`src/rtl/cpu_pkg.sv`:
```
// Shared CPU definitions: branch control codes, PC-unit states and reset PC.
package cpu_pkg;

  typedef enum logic [2:0] {
    BR_NOP  = 3'b000,
    BR_BEQ  = 3'b001,
    BR_BNE  = 3'b010,
    BR_BLT  = 3'b011,
    BR_BGE  = 3'b100,
    BR_JAL  = 3'b101,
    BR_JALR = 3'b110,
    BR_RSVD = 3'b111
  } br_cntrl_e;

  typedef enum logic [1:0] {
    BOOT  = 2'b00,
    FETCH = 2'b01,
    EXEC  = 2'b10,
    HALT  = 2'b11
  } pc_state_e;

  localparam logic [31:0] RESET_PC_DEFAULT = 32'h0000_0000;

  // IALIGN = 32: any target not on a word boundary traps.
  function automatic logic is_misaligned(input logic [31:0] addr);
    return (addr[1:0] != 2'b00);
  endfunction

endpackage

```
`src/rtl/pc_next_calc.sv`:
```
// Combinational next-PC target selection and misalignment detection.
module pc_next_calc
  import cpu_pkg::*;
(
  input  logic [31:0] pc_i,
  input  logic [2:0]  br_cntrl_i,
  input  logic        take_branch_i,
  input  logic [31:0] imm_i,
  input  logic [31:0] rs1_i,
  output logic [31:0] target_o,
  output logic        misaligned_o
);

  logic [31:0] pc_plus4_s;
  logic [31:0] pc_rel_s;
  logic [31:0] jalr_sum_s;
  br_cntrl_e   br_s;

  assign pc_plus4_s = pc_i + 32'd4;
  assign pc_rel_s   = pc_i + imm_i;
  assign jalr_sum_s = rs1_i + imm_i;
  assign br_s       = br_cntrl_e'(br_cntrl_i);

  // Select the control-flow target; the reserved code behaves as a NOP.
  always_comb begin
    target_o = pc_plus4_s;
    case (br_s)
      BR_BEQ, BR_BNE, BR_BLT, BR_BGE: begin
        if (take_branch_i) target_o = pc_rel_s;
        else               target_o = pc_plus4_s;
      end
      BR_JAL:  target_o = pc_rel_s;
      BR_JALR: target_o = {jalr_sum_s[31:1], 1'b0};
      default: target_o = pc_plus4_s;
    endcase
  end

  assign misaligned_o = is_misaligned(target_o);

endmodule

```
`src/rtl/pc_unit.sv`:
```
// Program counter and fetch sequencer: BOOT/FETCH/EXEC/HALT FSM, PC register,
// sticky misaligned-target trap and retired-instruction counter.
module pc_unit
  import cpu_pkg::*;
#(
  parameter logic [31:0] RESET_PC = RESET_PC_DEFAULT
) (
  input  logic        clk,
  input  logic        rst,
  input  logic        take_branch,
  input  logic [2:0]  br_cntrl,
  input  logic [31:0] imm,
  input  logic [31:0] rs1,
  input  logic        stall,
  output logic        imem_req_valid,
  input  logic        imem_req_ready,
  output logic [31:0] imem_addr,
  output logic [31:0] pc,
  output logic [31:0] pc_plus4,
  output logic        exec_valid,
  output logic        trap,
  output logic [31:0] trap_addr,
  output logic [63:0] instret
);

  pc_state_e   state_q;
  logic [31:0] pc_q;
  logic        req_valid_q;
  logic        exec_valid_q;
  logic        trap_q;
  logic [31:0] trap_addr_q;
  logic [63:0] instret_q;

  logic [31:0] pc_d;
  logic [63:0] instret_d;
  logic        misaligned_s;

  pc_next_calc u_pc_next_calc (
    .pc_i          (pc_q),
    .br_cntrl_i    (br_cntrl),
    .take_branch_i (take_branch),
    .imm_i         (imm),
    .rs1_i         (rs1),
    .target_o      (pc_d),
    .misaligned_o  (misaligned_s)
  );

  assign instret_d = instret_q + 64'd1;

  // FSM with registered handshake/exec outputs; rst overrides every state.
  always_ff @(posedge clk) begin
    if (rst) begin
      state_q      <= BOOT;
      pc_q         <= RESET_PC;
      req_valid_q  <= 1'b0;
      exec_valid_q <= 1'b0;
      trap_q       <= 1'b0;
      trap_addr_q  <= 32'h0000_0000;
      instret_q    <= 64'd0;
    end else begin
      case (state_q)
        BOOT: begin
          state_q     <= FETCH;
          req_valid_q <= 1'b1;
        end
        FETCH: begin
          if (req_valid_q && imem_req_ready) begin
            state_q      <= EXEC;
            req_valid_q  <= 1'b0;
            exec_valid_q <= 1'b1;
          end
        end
        EXEC: begin
          // A stalled cycle defers the trap decision as well as the update.
          if (!stall) begin
            exec_valid_q <= 1'b0;
            if (misaligned_s) begin
              state_q     <= HALT;
              trap_q      <= 1'b1;
              trap_addr_q <= pc_d;
            end else begin
              state_q     <= FETCH;
              req_valid_q <= 1'b1;
              pc_q        <= pc_d;
              instret_q   <= instret_d;
            end
          end
        end
        HALT: begin
          req_valid_q  <= 1'b0;
          exec_valid_q <= 1'b0;
        end
        default: begin
          state_q      <= BOOT;
          req_valid_q  <= 1'b0;
          exec_valid_q <= 1'b0;
        end
      endcase
    end
  end

  assign imem_req_valid = req_valid_q;
  assign imem_addr      = pc_q;
  assign pc             = pc_q;
  assign pc_plus4       = pc_q + 32'd4;
  assign exec_valid     = exec_valid_q;
  assign trap           = trap_q;
  assign trap_addr      = trap_addr_q;
  assign instret        = instret_q;

endmodule

```
`config.mk`:
```
export PLATFORM = sky130hd
export DESIGN_NAME = pc_unit
export DESIGN_NICKNAME = d
export VERILOG_FILES = /design/src/rtl/cpu_pkg.sv /design/src/rtl/pc_next_calc.sv /design/src/rtl/pc_unit.sv
export SDC_FILE = /design/constraint.sdc
export NUM_CORES = 1
export LEC_CHECK = 0
export ABC_CLOCK_PERIOD_IN_PS = 11100
export CAP_MARGIN = 15
export CORE_MARGIN = 4
export CORE_UTILIZATION = 30
export CTS_BUF_LIST = sky130_fd_sc_hd__clkbuf_4
export DETAILED_ROUTE_END_ITERATION = 8
export MAX_ROUTING_LAYER = met4
export PLACE_DENSITY = 0.53
export SYNTH_ARGS = -nofsm -noshare
export SYNTH_HDL_FRONTEND = slang
export SYNTH_HIERARCHICAL = 1
export SYNTH_SLANG_ARGS = --single-unit
```
`constraint.sdc`:
```
create_clock -name clk -period 11.1 [get_ports clk]
set_clock_uncertainty 0.05 [all_clocks]
set_input_delay 2.775 -clock clk [delete_from_list [all_inputs] [get_ports clk]]
set_output_delay 2.775 -clock clk [all_outputs]
set_load 0.01 [all_outputs]
```
Word-level counts from Yosys, hierarchy flattened

Cells that the tools add are included.

Add/sub/neg operators: 4
Equality and inequality tests: 12
Mux-type cells: 13
Bitwise gates (word level): 2
Reduce and logical (&&, ||, !) cells: 11

Operators with widths:

| cell                  | number |
|---|---|
| $pmux 32 s3           | 1 |
| $add 32x32->32        | 2 |
| $add 64x1->64 const B | 1 |
| $add 32x3->32 const B | 1 |
| $mux 32               | 1 |
| $reduce_and 3->1      | 5 |
| $eq 3x3->1 const B    | 3 |
| $eq 3x2->1 const B    | 2 |
| $mux 2                | 3 |
| $ne 2x2->1 const B    | 3 |
| $pmux 2 s3            | 1 |
| $reduce_bool 3->1     | 2 |
| $mux 1                | 5 |
| $eq 2x2->1 const B    | 2 |
| $pmux 1 s4            | 1 |
| $reduce_or 4->1       | 1 |
| $eq 3x1->1 const B    | 1 |
| $pmux 1 s3            | 1 |
| $eq 2x1->1 const B    | 1 |
| $logic_not 2->1       | 1 |
| $not 1->1             | 2 |
| $reduce_bool 2->1     | 1 |
| $logic_and 1x1->1     | 1 |

Output and inout bits: 195
Register bits after elaboration: 133
Bits of input ports: 72

Logic depth before layout (Yosys ltp)

Depth in word-level cells: 7
Mapped depth: 13

Modules after synthesis

The synthesis kept the hierarchy.

By module, submodules not included:

| module       | times used | area each (um2) | sequential area each (um2) | cells each |
|---|---|---|---|---|
| pc_unit      | 1          | 6311.1          | 2662.6                     | 792 |
| pc_next_calc | 1          | 4524.3          | 0.0                        | 628 |

Worst setup path after synthesis

No wires, ideal clock.

Path kind: input -> register
Start: input port br_cntrl[1]
End: register instret_q[56], in the netlist instret[56]
Data arrival time: 5.883 ns
Stages: 13
Path slack: 5.097 ns
Path through: clkbuf_1 -> o21ai_0 -> nand2b_1 -> o211ai_1 -> clkbuf_1 -> o221ai_1 -> or2_2 -> or3b_4 -> buf_6 -> nor4_4 -> nand4_2 -> or3_1 -> a21oi_1

Longest elaborated chain between the ends: 6
Elaborated cells between the ends (all ways): 11
Those cells by class: eq/ne: 6; mux: 1; bitwise: 1; reduce/logical: 3

Ends and longest elaborated chain:

| what                                | line               | RTL |
|---|---|---|
| start, declared                     | pc_unit.sv:11      | `input logic [2:0] br_cntrl,` |
| $eq 3x1->1 (tied with other cells)  | pc_next_calc.sv:27 | `case (br_s)` |
| $reduce_or 4->1                     | pc_next_calc.sv:27 |  |
| $pmux 32 s3 *                       | pc_next_calc.sv:27 |  |
| via pc_d[1]                         | pc_unit.sv:34      | `logic [31:0] pc_d;` |
| $reduce_bool 2->1 *                 | cpu_pkg.sv:26      | `return (addr[1:0] != 2'b00);` |
| via misaligned_s                    | pc_unit.sv:36      | `logic misaligned_s;` |
| $not 1->1 (no source line) *        | -                  |  |
| $reduce_and 3->1 (no source line) * | -                  |  |
| end signal, assigned                | pc_unit.sv:85      | `instret_q <= instret_d;` |
| end, declared                       | pc_unit.sv:32      | `logic [63:0] instret_q;` |

Mark *: on every way through the listed nets, which the timed path passes. The rest lies on a longest branch.
A chain may end at the register's enable or synchronous reset.

Final worst setup path

Start: input port br_cntrl[0]
End: register instret_q[56], in the netlist instret[56]

Same word-level chain as after synthesis.

==> run summary <==
Of the synthesized area, sequential elements account for 0.246. The area of the die is 0.0392 mm^2. The number of antenna violations at the first check in global routing is 3. The number of design-rule violations left by the first detailed-router iteration came out at 727.

The net total in the final layout is 1765. The via count normalized by instance count is 5.38. The maximum cell stage delay along the critical path is 680 ps.

Row generation in the floorplan step produced 69 rows. The commonest register cell after synthesis is dfxtp_1. The completed layout was analyzed and its total power is 1.10 mW.

The via count of the first global-routing pass came out at 10900. The HPWL after detailed placement is 31200 um. The number of buffers and inverters on the critical path is 2.

The async set-reset flop share out of synthesis is 0. The number of max-slew violations in the final report is 0. The count of pins on the block boundary came out at 267. The initial core utilization came out at 0.305. The clock insertion delay at the later pin of the skew report is 540 ps. The number of register bits inferred by synthesis came out at 133. The signed area change from the synthesized netlist to the final layout came out at 28.8%.

The final-report hold violation count is 0. The worst register-to-register path has a depth of 10. The number of vias in the routed layout is 11300. The tree is rooted in a clkbuf_4.

The clock-pin transition on the worst setup and hold timing paths came out at 120 ps. The cell leakage power is 5.01 nW. The post-detailed-placement cell area is 0.0136 mm^2.

For this design the ratio of total power to cell area is 79.1 mW/mm^2. The width of the die came out at 198 um. The number of maximum-capacitance violations is 0. The count of nets left with antenna violations after detail routing is 0. The final critical-path required period is 6710 ps. The worst setup path is captured at a register. The unique cell type count in the Yosys netlist is 85.

Counting along the longest clock path gives a buffer depth of 2. The run finished with clean final reports. The share of layout cells above drive strength 1 came out at 0.0459. The number of CTS-inserted buffers is 17. The maximum net fanout on the critical path came out at 40. The worst hold path passes through 2 cells. The maximum vdd drop is 67.2 uV. Setup repair after global routing left no endpoint under its margin. Summed over all layers, the global routing overflow is 0. The type of the worst min-delay path is register to register. The slowest stage of the critical path belongs to the cell nor4_4. The Yosys step of the flow raised 6 warnings. The synthesized netlist net count came out at 1563.

The TritonCTS sink count is 133. The overall fraction of global-route tracks in use is 0.203. The final routed wirelength across all metal layers is 40300 um. The finished cells cover 0.0140 mm^2. Grouping stages by cell kind, the critical path spends the most delay in simple AND/OR/NAND/NOR gates. The last weighted congestion value of the routability-driven placer is 0.903. The number of buffers added on ports came out at 266. The required time of the critical path is 11510 ps. The worst setup path is launched from an input port. The total area inside the core boundary comes to 0.0356 mm^2. The number of gates on the worst path with buffers counted came out at 12. The wire length of the first global-routing pass is 62400 um.

The DRC violations left came out at 0. The number of enable-type register cells in the synthesized netlist is 0. The count of TritonRoute iterations in the first routing pass came out at 5. For met2 alone, demand over resource in global routing was 0.328. The number of hold-repair buffers added at the cts stage came out at 0. The post-synthesis instance area came out at 0.0108 mm^2. Of the available clock period, the critical path in the final layout requires 0.605. In the global route stage, met1 resource usage came out at 0.276. The average wire per cell in the routed design came out at 19.2 um. The transition at the pin with the smallest max-transition slack came out at 1160 ps. The worst pin sits at a relative slew slack of 0.221. The mean instance size in the synthesized netlist came out at 7.63 um^2. The worst setup path is of the input port to register kind. For the worst setup path, the data arrival time is 7120 ps. The signal on the critical path passes through clkdlybuf4s50_1 -> o21ai_0 -> nand2b_1 -> o211ai_1 -> buf_4 -> o221ai_1 -> or2_2 -> or3b_4 -> nor4_4 -> nand4_2 -> or3_1 -> a21oi_1. The H-tree was split into 4 levels. After clock tree synthesis, the setup repair step added 0 buffers. The total of endpoints with negative setup slack in the final report came out at 0.

The post-cts repair resize count came out at 0. The largest net degree at the start of global routing came out at 73. TritonCTS built the clock tree. After global routing, the most crowded layer is met2.

The met3 layer usage reported by global route is 0.0247. Synthesis produced 1420 cells. The summed negative setup slack over all endpoints came out at 0 ps.

The final hold slack came out at 411 ps. Based on the critical path, the design can be clocked at up to 0.149 GHz. Measured along the y axis, the die boundary spans 198 um.
[area by class of cell]
type / instances / area [um^2]
inverter: 29 / 109
clock buffer: 18 / 135
multi-input combinational: 1168 / 7570
tap: 461 / 577
timing repair buffer: 273 / 2710
clock inverter: 13 / 183
fill: 3771 / 21600
sequential: 133 / 2660
antenna: 4 / 10.0
[layout by cell type (no fill, tap or decap), types with 11 or more instances in the layout]
cell type	instances
nor3_1	23
and4_1	11
nand2b_1	11
o211ai_1	11
and3_1	26
o21ai_0	55
nand3_1	69
or3_1	28
inv_1	29
xnor2_1	79
a21oi_1	145
clkbuf_4	18
xor2_1	67
a21o_1	44
a211oi_1	13
nand2_1	207
nor4_1	13
dfxtp_1	133
nand4_1	46
ha_1	69
o221ai_1	20
clkdlybuf4s50_1	265
nor2_1	91
[flip-flops by register name, indices dropped and copies added (netlist names)]
| register | count |
|---|---|
| instret | 64 |
| imem_addr | 32 |
| trap_addr | 32 |
| state_q | 2 |
| exec_valid | 1 |
| imem_req_valid | 1 |
| trap | 1 |
[worst register-to-register path: cells and delay by family, from the launching register on]
kind | cells | cell delay [ps]
AND/OR/NAND/NOR | 5 | 2490
AO/OA/AOI/OAI | 2 | 380
flip-flops | 1 | 640
adder cells (fa/ha/maj) | 2 | 760
buffers and inverters | 1 | 70
[worst paths after layout]
path	start	to	slack [ps]
max	br_cntrl[0]	instret[56]$_SDFFE_PP0P_	4390
min	trap_addr[17]$_SDFFE_PP0P_	trap_addr[17]$_SDFFE_PP0P_	410
max reg2reg	imem_addr[0]$_SDFFE_PP0P_	instret[56]$_SDFFE_PP0P_	6640
min reg2reg	trap_addr[17]$_SDFFE_PP0P_	trap_addr[17]$_SDFFE_PP0P_	410
[power by group]
group	switching (mW)	leakage, nW	internal [mW]
Clock	0.184	0.162	0.180
Sequential	0.00593	1.07	0.481
Combinational	0.148	3.78	0.105
Total	0.338	5.01	0.766
[synthesized netlist by cell type, types with 4 or more instances]
cell        n  area [um^2]
and4_1     11         96.3
or3_1      28          175
and3_1     26          163
buf_2       4         20.0
inv_1      29          109
o21ai_0    55          275
nand4_1    46          288
o221ai_1   20          175
nand3_1    69          345
o21a_1      7         52.6
xnor2_1    79          692
nor4_2      4         50.1
a31oi_1     9         56.3
a211o_1     8         70.1
o211ai_1   11         82.6
ha_1       69          863
nand2_1   207          777
o31ai_1     6         45.0
a22oi_1     7         52.6
clkbuf_1   44          165
nor3_1     23          115
a21oi_1   145          726
buf_6       4         45.0
nor2_1     91          342
nor2b_1     4         25.0
dfxtp_1   133         2660
a21o_1     44          330
xor2_1     67          587
or2_2       4         25.0
buf_4      35          263
nor4_1     13         81.3
nand2b_1   11         68.8
o21bai_1    5         37.5
and2_1      9         56.3
a211oi_1   13         97.6
or4_1       5         37.5
[metrics by stage]
stage          setup slack [ps]  cells  utilization
2_1_floorplan              5100   1420            -
3_3_place_gp               4050   2064        0.383
3_5_place_dp               3890   2064        0.383
4_1_cts                    4460   2095        0.392
5_1_grt                    4230   2098        0.392
6_report                   4390   2099        0.392
[kinds of logic (layout without fill, tap and decap cells)]
group	after synthesis	in the layout	synth area share
AND/OR/NAND/NOR	577	577	0.270
AO/OA/AOI/OAI	372	372	0.224
XOR/XNOR	146	146	0.118
flip-flops	133	133	0.246
buffers and inverters	119	333	0.0569
adder cells (fa/ha/maj)	71	71	0.0834
multiplexers	2	2	0.00185
other	0	4	0
[routing by layer]
layer	vias to the layer above	wire length, um
li1	5539	-
met1	5370	18800
met2	343	18900
met3	37	1930
met4	0	589
met5	-	0
Power figures use the tool's default switching activity.
